===== src/rtl/uart_boot_loader.sv =====
// rtl/uart_boot_loader.sv - UART frame loader writing words to memory and gating CPU reset
module uart_boot_loader #(
    parameter int unsigned TIMEOUT_CYCLES = 65535,
    parameter logic [7:0]  SYNC_BYTE      = 8'hA5
) (
    input  logic        clk,
    input  logic        reset,
    input  logic [7:0]  rx_data,
    input  logic        rx_new,
    input  logic        tx_rdy,
    output logic        tx_new,
    output logic [7:0]  tx_char,
    output logic        req,
    input  logic        ack,
    output logic        rw,
    output logic [19:0] adr,
    output logic [15:0] dtw,
    output logic        hold_cpu,
    output logic        done,
    output logic        err
);

    typedef enum logic [2:0] {
        S_IDLE,
        S_HDR,
        S_DATA_HI,
        S_DATA_LO,
        S_CSUM,
        S_DRAIN,
        S_RESP,
        S_DONE
    } state_t;

    localparam logic [31:0] TMO_LAST = 32'(TIMEOUT_CYCLES) - 32'd1;
    localparam logic [7:0]  CH_ACK   = 8'h06;
    localparam logic [7:0]  CH_NAK   = 8'h15;

    state_t      state;
    logic [2:0]  hdr_cnt;
    logic [15:0] len;
    logic [19:0] addr;
    logic [7:0]  sum;
    logic [7:0]  d_hi;
    logic        csum_ok;
    logic        overrun;
    logic        tmo_hit;
    logic [31:0] tmr;
    logic        timed_state;

    // Only the byte-receiving states are subject to the inter-byte timeout.
    assign timed_state = (state == S_HDR) || (state == S_DATA_HI) ||
                         (state == S_DATA_LO) || (state == S_CSUM);

    // Frame parser, memory request handshake, response and inter-byte timeout.
    always_ff @(posedge clk or posedge reset) begin
        if (reset) begin
            state    <= S_IDLE;
            hdr_cnt  <= 3'd0;
            len      <= 16'd0;
            addr     <= 20'd0;
            sum      <= 8'd0;
            d_hi     <= 8'd0;
            csum_ok  <= 1'b0;
            overrun  <= 1'b0;
            tmo_hit  <= 1'b0;
            tmr      <= 32'd0;
            tx_new   <= 1'b0;
            tx_char  <= 8'd0;
            req      <= 1'b0;
            rw       <= 1'b0;
            adr      <= 20'd0;
            dtw      <= 16'd0;
            hold_cpu <= 1'b1;
            done     <= 1'b0;
            err      <= 1'b0;
        end else begin
            tx_new <= 1'b0;

            // Retire the outstanding write; a new word issued below overrides this.
            if (req && ack) begin
                req <= 1'b0;
                rw  <= 1'b0;
            end

            case (state)
                S_IDLE, S_DONE: begin
                    if (rx_new && rx_data == SYNC_BYTE) begin
                        hold_cpu <= 1'b1;
                        done     <= 1'b0;
                        err      <= 1'b0;
                        sum      <= 8'd0;
                        hdr_cnt  <= 3'd0;
                        tmr      <= 32'd0;
                        overrun  <= 1'b0;
                        tmo_hit  <= 1'b0;
                        csum_ok  <= 1'b0;
                        state    <= S_HDR;
                    end
                end

                S_HDR: begin
                    if (rx_new) begin
                        sum     <= sum + rx_data;
                        hdr_cnt <= hdr_cnt + 3'd1;
                        case (hdr_cnt)
                            3'd0: len[15:8]    <= rx_data;
                            3'd1: len[7:0]     <= rx_data;
                            3'd2: addr[19:16]  <= rx_data[3:0];
                            3'd3: addr[15:8]   <= rx_data;
                            default: begin
                                addr[7:0] <= rx_data;
                                state     <= (len == 16'd0) ? S_CSUM : S_DATA_HI;
                            end
                        endcase
                    end
                end

                S_DATA_HI: begin
                    if (rx_new) begin
                        sum   <= sum + rx_data;
                        d_hi  <= rx_data;
                        state <= S_DATA_LO;
                    end
                end

                S_DATA_LO: begin
                    if (rx_new) begin
                        sum <= sum + rx_data;
                        if (req && !ack) begin
                            // Previous write still outstanding: drop this word and abort.
                            overrun <= 1'b1;
                            state   <= S_DRAIN;
                        end else begin
                            req   <= 1'b1;
                            rw    <= 1'b1;
                            adr   <= addr;
                            dtw   <= {d_hi, rx_data};
                            addr  <= addr + 20'd1;
                            len   <= len - 16'd1;
                            state <= (len == 16'd1) ? S_CSUM : S_DATA_HI;
                        end
                    end
                end

                S_CSUM: begin
                    if (rx_new) begin
                        csum_ok <= (rx_data == sum);
                        state   <= S_DRAIN;
                    end
                end

                S_DRAIN: begin
                    if (!req) begin
                        state <= tmo_hit ? S_IDLE : S_RESP;
                    end
                end

                S_RESP: begin
                    if (tx_rdy) begin
                        tx_new <= 1'b1;
                        if (csum_ok && !overrun) begin
                            tx_char  <= CH_ACK;
                            done     <= 1'b1;
                            hold_cpu <= 1'b0;
                        end else begin
                            tx_char <= CH_NAK;
                            err     <= 1'b1;
                        end
                        state <= S_DONE;
                    end
                end

                default: state <= S_IDLE;
            endcase

            // Inter-byte timeout; takes precedence over the parser's next state.
            if (timed_state) begin
                if (rx_new) begin
                    tmr <= 32'd0;
                end else if (TIMEOUT_CYCLES != 0 && tmr == TMO_LAST) begin
                    err     <= 1'b1;
                    tmo_hit <= 1'b1;
                    tmr     <= 32'd0;
                    state   <= S_DRAIN;
                end else begin
                    tmr <= tmr + 32'd1;
                end
            end
        end
    end

endmodule


===== config.mk =====
export PLATFORM = sky130hd
export DESIGN_NAME = uart_boot_loader
export DESIGN_NICKNAME = d
export VERILOG_FILES = /design/src/rtl/uart_boot_loader.sv
export SDC_FILE = /design/constraint.sdc
export NUM_CORES = 1
export LEC_CHECK = 0
export CAP_MARGIN = 20
export CORE_AREA = 3 3 118 120
export CTS_BUF_LIST = sky130_fd_sc_hd__clkbuf_16
export DETAILED_ROUTE_END_ITERATION = 12
export DIE_AREA = 0 0 121 123
export GPL_TIMING_DRIVEN = 0
export PLACE_DENSITY = 0.87
export REMOVE_ABC_BUFFERS = 1
export SLEW_MARGIN = 20
export SYNTH_ARGS = -nofsm -noshare
export SYNTH_HDL_FRONTEND = slang
export SYNTH_SLANG_ARGS = --single-unit

===== constraint.sdc =====
create_clock -name clk -period 5.75 [get_ports clk]
set_clock_uncertainty 0.15 [all_clocks]
set_input_delay 0.8625 -clock clk [delete_from_list [all_inputs] [get_ports clk]]
set_output_delay 0.8625 -clock clk [all_outputs]
set_load 0.01 [all_outputs]

==> impl_metrics.csv, run 1 <==
group,metric,value,unit
routing,routed_wl,18460,µm
logic_synthesis,synth_seq_cells,138,
logic_synthesis,synthXorXnorAreaFrac,1.854,%
worst_setup_path,r2r_cells,5,
power_and_ir_drop,pwr-share-comb,34.6,%
power_and_ir_drop,swShare,36.38,%
global_routing,overflow,0,
floorplan,die_area,14880,µm²
clocking,clock-sinks,138,
routing,firstDrtPassIters,5,
routing,ant_nets,0,
logic_synthesis,postSynthCellCount,767,
worst_setup_path,critPathRequiredTime,5.87,ns
floorplan,core_area,13090,µm²
global_routing,grt_max_degree,90,
routing,drc,0,
sta,worst_pin_slew,0.9474,ns
logic_synthesis,syn_area,7558,µm²
logic_synthesis,synth_area_leader_cell,"dfrtp_1",
final_layout,seq_area,3455,µm²
worst_setup_path,critPathKind,"primary input to flip-flop",
sta,rsz0062_at_grt,"false",
logic_synthesis,netlist_top_cells_area,"dfrtp_1 45%, mux2_2 6.9%, a21oi_1 3.8%, ha_1 3.0%, nand3_1 2.7%",
sta,fin_crit_sh,68.07,%
global_routing,grt_pass1_wl,29750,µm
logic_synthesis,synth_simple_gate_area_share,18.89,%
sta,finalHoldViolCount,0,
power_and_ir_drop,leakage,0.003774,µW
outcome,outcome,"finished clean",
place,finalWeightedCongestion,0.8935,
sta,slew_headroom,36.77,%
clocking,numCtsBuffers,17,
power_and_ir_drop,finalPower,4126,µW
logic_synthesis,synth.area.mux_share,7.250,%
hold_path,hold_class,"flip-flop to flip-flop",
routing,drt-initial-drc-count,869,
power_and_ir_drop,p_seq_share,38.1,%
power_and_ir_drop,p_int,2625,µW
global_routing,grt_use_total,25.06,%
floorplan,dieWidth,121,µm
floorplan,initial_utilization,57.76,%
clocking,clk_pin_slew,0.06,ns
worst_setup_path,start_kind,"primary input",
final_layout,drive_above_1_share,13.17,%
final_layout,layout_commonest_cell,"dfrtp_1",
final_layout,antenna_cells,0,
power_and_ir_drop,clock_power_share,27.4,%
logic_synthesis,async_flop_share,100.0,%
clocking,worstSkewPairLatency,0.42,ns
worst_setup_path,cp_data_arrival_time,4.04,ns
clocking,holdBufCountCts,0,
place,hpwl,11730,µm
routing,routedWlPerCell,18.54,µm
logic_synthesis,synth_compound_area_share,18.69,%
worst_setup_path,r2r_setup_slack,2.28,ns
power_and_ir_drop,ir_drop,0.2470,mV
worst_setup_path,worst_setup_path_end_kind,"flip-flop",
clocking,ctsResizeCount,0,
final_layout,final_cell_mix,"137 x dfrtp_1, 58 x clkdlybuf4s50_1, 56 x a21oi_1",
logic_synthesis,synth_edf_count,0,
place,numPortBuffers,58,
worst_setup_path,path_max_fanout,25,
clocking,root_buffer,"clkbuf_16",
logic_synthesis,syn_area_per_cell,9.855,µm²
final_layout,synthToLayoutAreaGrowth,17.41,%
floorplan,die_h,123,µm
logic_synthesis,yosysWarnings,0,
final_layout,final_nets,840,
floorplan,rows,42,
clocking,cts.path.max_buffers,2,
clocking,post-cts-setup-buffers,0,
clocking,cts_max_level,4,
logic_synthesis,ys_types,74,
final_layout,utilization,67.82,%
clocking,cts_tree,"done",
logic_synthesis,synth_top_family_by_area,"simple AND/OR/NAND/NOR gates",
logic_synthesis,synth_ff_type,"dfrtp_1",
global_routing,antenna_found_initial,0,
logic_synthesis,synth_fa_ha_area_share,3.244,%
final_layout,fill_cells,928,
logic_synthesis,synth_top_area_share,45.36,%
routing,vias_per_cell,6.435,
sta,post-route-min-period,3.914,ns
power_and_ir_drop,p_switching,1501,µW
hold_path,whs_path_depth,2,
run,maxCapViolations,0,
routing,via_count,6409,
global_routing,grt_pass1_vias,5949,
power_and_ir_drop,power.density,464.9,nW/µm²
sta,tns,0,ns
final_layout,multi_input_area,3815,µm²
logic_synthesis,yosysSeqAreaShare,45.70,%
floorplan,io_pins,63,
sta,setup_viol,0,
sta,slew_viol_final,0,
sta,fmax,255.5,MHz
==> layout make-up <==
class	instances	share of cell area, %
clock inverters	14	2.030
well taps	176	2.481
clock buffers	17	4.793
flip-flops and latches	138	38.93
multi-input cells	558	42.99
inverters	31	1.396
repair buffers	62	7.388
==> Yosys cell counts, types with 9 or more instances <==
library cell,number
and4_1,9
and3_1,10
nor3_1,19
nand2b_1,9
xor2_1,12
nand3_1,41
buf_2,9
inv_1,31
ha_1,18
a21oi_1,57
dfrtp_1,137
o22ai_1,13
clkbuf_1,22
or4_1,9
nand2_1,47
nand4_1,13
o22a_1,11
a31oi_1,20
mux2_2,46
o21ai_0,40
nor2_1,47
==> power by group through the flow <==
stage / combinational [µW] / clock [µW] / sequential (µW)
floorplan: 906 / 0 / 1530
global placement: 1320 / 0 / 1550
detailed placement: 1380 / 0 / 1570
CTS: 1410 / 1130 / 1560
global route: 1570 / 1180 / 1610
finish: 1430 / 1130 / 1570
==> through the flow <==
step	hold slack (ns)	std cells	setup WS [ns]	instance area, µm²
6_report	0.3314	996	1.836	8875
5_1_grt	0.3452	996	1.630	8875
4_1_cts	0.3378	995	1.873	8856
3_5_place_dp	0.3186	964	1.464	8250
3_3_place_gp	0.3184	961	-0.8181	8160
2_1_floorplan	0.3013	727	1.043	7360
==> state kept, by name, summed over array words and instances, names as in the netlist, 3 cells and up <==
name and count:
addr 20, len 16, tmr 32, hdr_cnt 3, tx_char 3, dtw 16
adr 20, sum 8, d_hi 8, state 3
==> worst max-delay path: stages <==
cell	delay, ns
clkdlybuf4s50_1	0.84
nand4b_2	0.27
a2111oi_4	0.76
nor2_2	0.38
a21oi_2	0.79
nor2_1	0.12
==> per-layer routing <==
layer  vias up  wire (µm)  track usage, %
li1       2941          -               -
met1      3131       7986           33.98
met2       287       8608           39.49
met3        50       1302           4.575
met4         0        567           11.54
met5         -          0               0
==> kinds of logic after synthesis <==
logic type / after synthesis
AND/OR/NAND/NOR: 256
AO/OA/AOI/OAI: 214
flip-flops: 138
buffers and inverters: 74
multiplexers: 49
adder cells (fa/ha/maj): 19
XOR/XNOR: 16
other: 1
==> path summary, 6_finish.rpt <==
| path | endpoint | from |
|---|---|---|
| worst max-delay path | tmr[22] | rx_data[7] |
| worst min-delay path | hold_cpu | hold_cpu |
| worst max register to register | tmr[22] | state[1] |
| worst min register to register | hold_cpu | hold_cpu |
| max in group asynchronous | hdr_cnt[1] | reset |
| min in group asynchronous | tmr[27] | reset |
Power figures use the tool's default switching activity.
==> run 2: changes to the inputs <==
--- a/config.mk
+++ b/config.mk
@@ -6,12 +6,12 @@
 export NUM_CORES = 1
 export LEC_CHECK = 0
 export CAP_MARGIN = 20
-export CORE_AREA = 3 3 118 120
+export CORE_AREA = 3 3 124 126
 export CTS_BUF_LIST = sky130_fd_sc_hd__clkbuf_16
 export DETAILED_ROUTE_END_ITERATION = 12
-export DIE_AREA = 0 0 121 123
+export DIE_AREA = 0 0 127 129
 export GPL_TIMING_DRIVEN = 0
-export PLACE_DENSITY = 0.87
+export PLACE_DENSITY = 0.84
 export REMOVE_ABC_BUFFERS = 1
 export SLEW_MARGIN = 20
 export SYNTH_ARGS = -nofsm -noshare
==> constraint.sdc (replaced) <==
create_clock -name clk -period 3.3 [get_ports clk]
set_clock_uncertainty 0.15 [all_clocks]
set_input_delay 0.495 -clock clk [delete_from_list [all_inputs] [get_ports clk]]
set_output_delay 0.495 -clock clk [all_outputs]
set_load 0.01 [all_outputs]
==> run 2 against run 1 <==
Core utilization is 5.6 points lower. Clock power grew 76%. Register-to-register slack got worse by 1.9 ns. Non-clock buffer count up 5. Sequential power up 75%. Wire length decreased by 3.5%. Final cell count grew 1.4%. Cell area rose by 1.1%. Global-route usage is 2.7 points lower. Hold slack worse by 0.0036 ns. Critical path depth fell by 1. Count of clock-buffer cells in the layout unchanged.
==> impl_metrics.csv, run 2 (synthesis gave the netlist of run 1 again) <==
group,metric,value,unit
outcome,outcome,"finished clean",
worst_setup_path,path_max_fanout,26,
global_routing,grt_pass1_wl,29810,µm
power_and_ir_drop,p_switching,2654,µW
clocking,worstSkewPairLatency,0.42,ns
global_routing,globalRouteMet1Util,31.69,%
final_layout,fill_cells,1150,
clocking,cts_tree,"done",
sta,slew_viol_final,0,
power_and_ir_drop,p_int,4570,µW
global_routing,overflow,0,
floorplan,io_pins,63,
power_and_ir_drop,power.density,804.8,nW/µm²
floorplan,core_area,14420,µm²
worst_setup_path,worst_setup_path_end_kind,"flip-flop",
final_layout,largestRegisters,"tmr: 32 flops, addr: 20 flops, adr: 20 flops",
clocking,clk_pin_slew,0.06,ns
floorplan,die_h,129,µm
worst_setup_path,path_cells,"nor3b_1 -> a221o_1 -> nor2_4 -> buf_16 -> mux2_2",
final_layout,largest_reg_flops,32,
power_and_ir_drop,p_seq_share,37.9,%
floorplan,die_area,16380,µm²
sta,post-route-min-period,2.905,ns
global_routing,grt_max_degree,83,
clocking,clock-sinks,138,
final_layout,utilization,62.23,%
global_routing,grt_use_total,22.36,%
routing,routedWlPerCell,17.65,µm
clocking,cts.path.max_buffers,2,
worst_setup_path,start_kind,"flip-flop",
clocking,cts_max_level,4,
routing,drt-initial-drc-count,538,
sta,setup_viol,0,
floorplan,rows,44,
power_and_ir_drop,swShare,36.74,%
routing,firstDrtPassIters,5,
routing,via_count,6182,
routing,ant_nets,0,
sta,rsz0062_at_grt,"false",
worst_setup_path,critPathRequiredTime,3.45,ns
worst_setup_path,worstSetupEndpoint,"adr[19]",
hold_path,whs_path_depth,1,
clocking,root_buffer,"clkbuf_16",
worst_setup_path,crit_path_top_delay_cell,"dfrtp_1",
final_layout,top_register,"tmr",
sta,finalHoldViolCount,0,
routing,drc,0,
sta,fin_crit_sh,88.02,%
run,maxCapViolations,0,
clocking,holdBufCountCts,0,
routing,vias_per_cell,6.121,
final_layout,final_cell_mix,"137 x dfrtp_1, 58 x clkdlybuf4s50_1, 56 x a21oi_1",
worst_setup_path,r2r_cells,5,
global_routing,use_met2,34.46,%
floorplan,initial_utilization,52.40,%
final_layout,synthToLayoutAreaGrowth,18.76,%
power_and_ir_drop,finalPower,7224,µW
worst_setup_path,r2r_start,"state[2]",
power_and_ir_drop,pwr-share-comb,34.5,%
power_and_ir_drop,leakage,0.003825,µW
routing,routed_wl,17820,µm
sta,slew_headroom,35.50,%
final_layout,antenna_cells,0,
hold_path,hold_class,"flip-flop to flip-flop",
worst_setup_path,r2r_end,"adr[19]",
global_routing,grt_pass1_vias,5922,
sta,tns,0,ns
global_routing,grtUsageMet3,4.317,%
place,finalWeightedCongestion,0.8905,
place,hpwl,11800,µm
final_layout,final_nets,845,
floorplan,dieWidth,127,µm
power_and_ir_drop,ir_drop,0.4149,mV
worst_setup_path,cp_data_arrival_time,3.06,ns
global_routing,antenna_found_initial,0,
worst_setup_path,critPathKind,"flip-flop to flip-flop",
sta,fmax,344.3,MHz
power_and_ir_drop,clock_power_share,27.6,%
worst_setup_path,r2r_setup_slack,0.40,ns
worst_setup_path,max_stage_delay,0.84,ns
final_layout,layout_commonest_cell,"dfrtp_1",
final_layout,drive_above_1_share,14.41,%
global_routing,busiest_layer,"met2",
worst_setup_path,crit_start,"state[2]",
place,numPortBuffers,58,
clocking,numCtsBuffers,17,
sta,worst_pin_slew,0.9665,ns
==> run 2: layer usage <==
| metal | wire [µm] | vias to the layer above |
|---|---|---|
| met4 | 350 | 0 |
| met3 | 917 | 33 |
| met1 | 8236 | 3009 |
| met2 | 8318 | 194 |
| li1 | - | 2946 |
| met5 | 0 | - |
==> run 2: power groups by stage <==
stage	logic [µW]	registers [µW]	clock network, µW
after floorplan	1580	2670	0
after global placement	2300	2700	0
after detailed placement	2400	2740	0
after CTS	2440	2720	2030
after global routing	2770	2810	2090
final	2490	2740	1990
==> run 2: what timing repair did <==
action | CTS | global route
setup buffers | 0 | 6
pin swaps | 0 | 3
gates resized for setup | 2 | 1
setup endpoints to repair | 20 | 23
==> run 2: worst max-delay path: cells and delay by family, from the launching register on <==
kind / cells / cell delay, ns
flip-flops: 1 / 0.84
AND/OR/NAND/NOR: 2 / 0.66
AO/OA/AOI/OAI: 1 / 0.52
multiplexers: 1 / 0.36
buffers and inverters: 1 / 0.24
==> run 2: worst min-delay path by stage <==
stage	from	endpoint	slack [ns]
floorplan	tmr[14]	tmr[14]	0.30
global route	tx_char[2]	tx_char[2]	0.34
detailed placement	tx_char[2]	tx_char[2]	0.31
CTS	tx_char[2]	tx_char[2]	0.33
global placement	tx_char[2]	tx_char[2]	0.31
finish	tx_char[2]	tx_char[2]	0.33
==> run 2: per-stage QoR <==
step                std cells  hold WS, ns  setup WS, ns  area [µm²]
global route             1010       0.3432        0.2335        8976
detailed placement        972       0.3100       -0.6403        8275
CTS                      1004       0.3302       0.03794        8906
floorplan                 727       0.3013        -1.040        7360
global placement          969       0.3108        -2.943        8170
finish                   1010       0.3278        0.3953        8976
==> run 2: final cells by class <==
type	instances	area (µm²)	area share [%]
Multi-Input combinational cell	558	3831	42.68
Clock buffer	17	425.4	4.739
Sequential cell	138	3455	38.49
Clock inverter	15	190.2	2.119
Inverter	31	123.9	1.380
Timing Repair Buffer	67	720.7	8.029
Tap cell	184	230.2	2.565
==> run 3: changes to the inputs <==
--- a/config.mk
+++ b/config.mk
@@ -6,10 +6,10 @@
 export NUM_CORES = 1
 export LEC_CHECK = 0
 export CAP_MARGIN = 20
-export CORE_AREA = 3 3 124 126
+export CORE_AREA = 3 3 89 175
 export CTS_BUF_LIST = sky130_fd_sc_hd__clkbuf_16
 export DETAILED_ROUTE_END_ITERATION = 12
-export DIE_AREA = 0 0 127 129
+export DIE_AREA = 0 0 92 178
 export GPL_TIMING_DRIVEN = 0
 export PLACE_DENSITY = 0.84
 export REMOVE_ABC_BUFFERS = 1
==> run 3 against run 2 <==
Sequential share of layout area grew 0.086 points. Cell area down 0.22%. Count of clock-buffer cells in the layout did not move. Setup slack got worse by 0.090 ns. Via count increased by 3.9%. Hold slack got worse by 0.042 ns. Global-route usage rose by 1.9 points. Wire length grew 8.3%. Flip-flop and latch count is the same. First-iteration DRC count decreased by 33%. Critical path depth increased by 2. Final cell count up 0.69%. Critical path type unchanged.
==> impl_metrics.csv, run 3 (synthesis gave the netlist of run 1 again) <==
group,metric,value,unit
hold_path,hold_class,"primary input to async pin",
final_layout,antenna_cells,0,
worst_setup_path,start_kind,"flip-flop",
clocking,clk_pin_slew,0.07,ns
place,dpl_worst_slack,-0.6231,ns
sta,fmax,333.9,MHz
final_layout,top_register,"tmr",
floorplan,die_area,16380,µm²
clocking,worstSkewPairLatency,0.43,ns
routing,drt-initial-drc-count,363,
routing,vias_per_cell,6.317,
final_layout,largest_reg_flops,32,
final_layout,utilization,62.07,%
sta,rsz0062_at_grt,"false",
global_routing,grt_max_degree,94,
sta,fin_crit_sh,90.76,%
global_routing,grt_pass1_vias,6432,
place,finalWeightedCongestion,0.8591,
final_layout,final_nets,844,
worst_setup_path,worst_setup_path_end_kind,"flip-flop",
floorplan,die_h,178,µm
place,hpwl,13370,µm
final_layout,layout_commonest_cell,"dfrtp_1",
run,maxCapViolations,0,
power_and_ir_drop,ir_drop,0.4729,mV
worst_setup_path,path_cells,"inv_1 -> ha_1 -> nor4b_1 -> and4_1 -> nand4_1 -> or3b_2 -> a21boi_1",
worst_setup_path,crit_path_top_delay_cell,"or3b_2",
floorplan,dieWidth,92,µm
power_and_ir_drop,power.density,810.1,nW/µm²
power_and_ir_drop,leakage,0.003823,µW
routing,routedWlPerCell,18.98,µm
worst_setup_path,path_max_fanout,18,
sta,post-route-min-period,2.995,ns
floorplan,io_pins,63,
worst_setup_path,critPathBufInv,1,
worst_setup_path,max_stage_delay,0.78,ns
global_routing,overflow,0,
routing,via_count,6424,
sta,whs,0.2855,ns
floorplan,core_area,14430,µm²
floorplan,rows,62,
final_layout,final_cell_mix,"137 x dfrtp_1, 58 x clkdlybuf4s50_1, 57 x a21oi_1",
final_layout,synthToLayoutAreaGrowth,18.49,%
clocking,root_buffer,"clkbuf_16",
floorplan,initial_utilization,52.38,%
final_layout,fill_cells,1178,
clocking,numCtsBuffers,17,
outcome,outcome,"finished clean",
global_routing,grt_pass1_wl,31400,µm
clocking,cts_max_level,4,
worst_setup_path,critPathRequiredTime,3.46,ns
routing,firstDrtPassIters,5,
final_layout,drive_above_1_share,14.18,%
routing,routed_wl,19310,µm
sta,slew_headroom,34.04,%
sta,finalHoldViolCount,0,
final_layout,largestRegisters,"tmr: 32 flops, addr: 20 flops, adr: 20 flops",
worst_setup_path,critPathKind,"flip-flop to flip-flop",
global_routing,grt_use_total,24.26,%
global_routing,antenna_found_initial,0,
sta,timing.final.ws_setup,0.3048,ns
sta,setup_viol,0,
place,numPortBuffers,58,
sta,slew_viol_final,0,
sta,worst_pin_slew,0.9883,ns
routing,drc,0,
clocking,cts_tree,"done",
routing,ant_nets,0,
clocking,cts.path.max_buffers,2,
clocking,clock-sinks,138,
worst_setup_path,cpLargestDelayFamily,"simple AND/OR/NAND/NOR gates",
worst_setup_path,cp_data_arrival_time,3.15,ns
-- run 3: area by class of cell --
| cell class | instances | area [µm²] | share of cell area [%] |
|---|---|---|---|
| tap | 192 | 240.2 | 2.682 |
| clock inverter | 15 | 198.9 | 2.221 |
| multi-input combinational | 558 | 3827 | 42.74 |
| sequential | 138 | 3455 | 38.57 |
| clock buffer | 17 | 425.4 | 4.750 |
| timing repair buffer | 66 | 685.7 | 7.656 |
| inverter | 31 | 123.9 | 1.383 |
-- run 3: routing by layer --
metal	wire length, µm	global-route usage, %	vias up
met5	0	0	-
met4	1064	13.65	0
met3	863	4.432	77
li1	-	-	2949
met2	10690	46.31	208
met1	6690	24.09	3190
-- run 3: worst paths after layout --
path / end / slack, ns / start / cells after the start
worst max-delay path: state[1] / 0.30 / tmr[0] / 7
worst max register to register: state[1] / 0.30 / tmr[0] / 7
max in group asynchronous: hold_cpu / 1.91 / reset / 3
min in group clk: tx_char[2] / 0.32 / tx_char[2] / 1
worst min register to register: tx_char[2] / 0.32 / tx_char[2] / 1
worst min-delay path: d_hi[0] / 0.29 / reset / 2
-- run 3: where the power goes --
part,switching (µW),internal [µW]
clock,846,1160
combinational,1390,1130
sequential,528,2200
total,2760,4500
-- run 3: timing repair --
action / 4_1_cts / 5_1_grt
resized for setup: 2 / 1
buffers inserted: 0 / 4
endpoints found under the setup margin: 25 / 25
hold buffers: 0 / 0
pin swaps: 0 / 1
-- run 3: worst reg2reg max path, stage by stage, from the launching register on --
cell and delay (ns):
dfrtp_1 0.45, inv_1 0.09, ha_1 0.15, nor4b_1 0.22, and4_1 0.23, nand4_1 0.65, or3b_2 0.79, a21boi_1 0.16
-- run 3: stage by stage --
step	setup TNS [ns]	power [µW]	cells	instance area [µm²]
finish	0	7255	1017	8956
global route	0	7687	1017	8956
CTS	0	7254	1013	8917
detailed placement	-11.66	5193	981	8283
global placement	-493.47	5036	977	8180
floorplan	-144.66	4253	727	7360
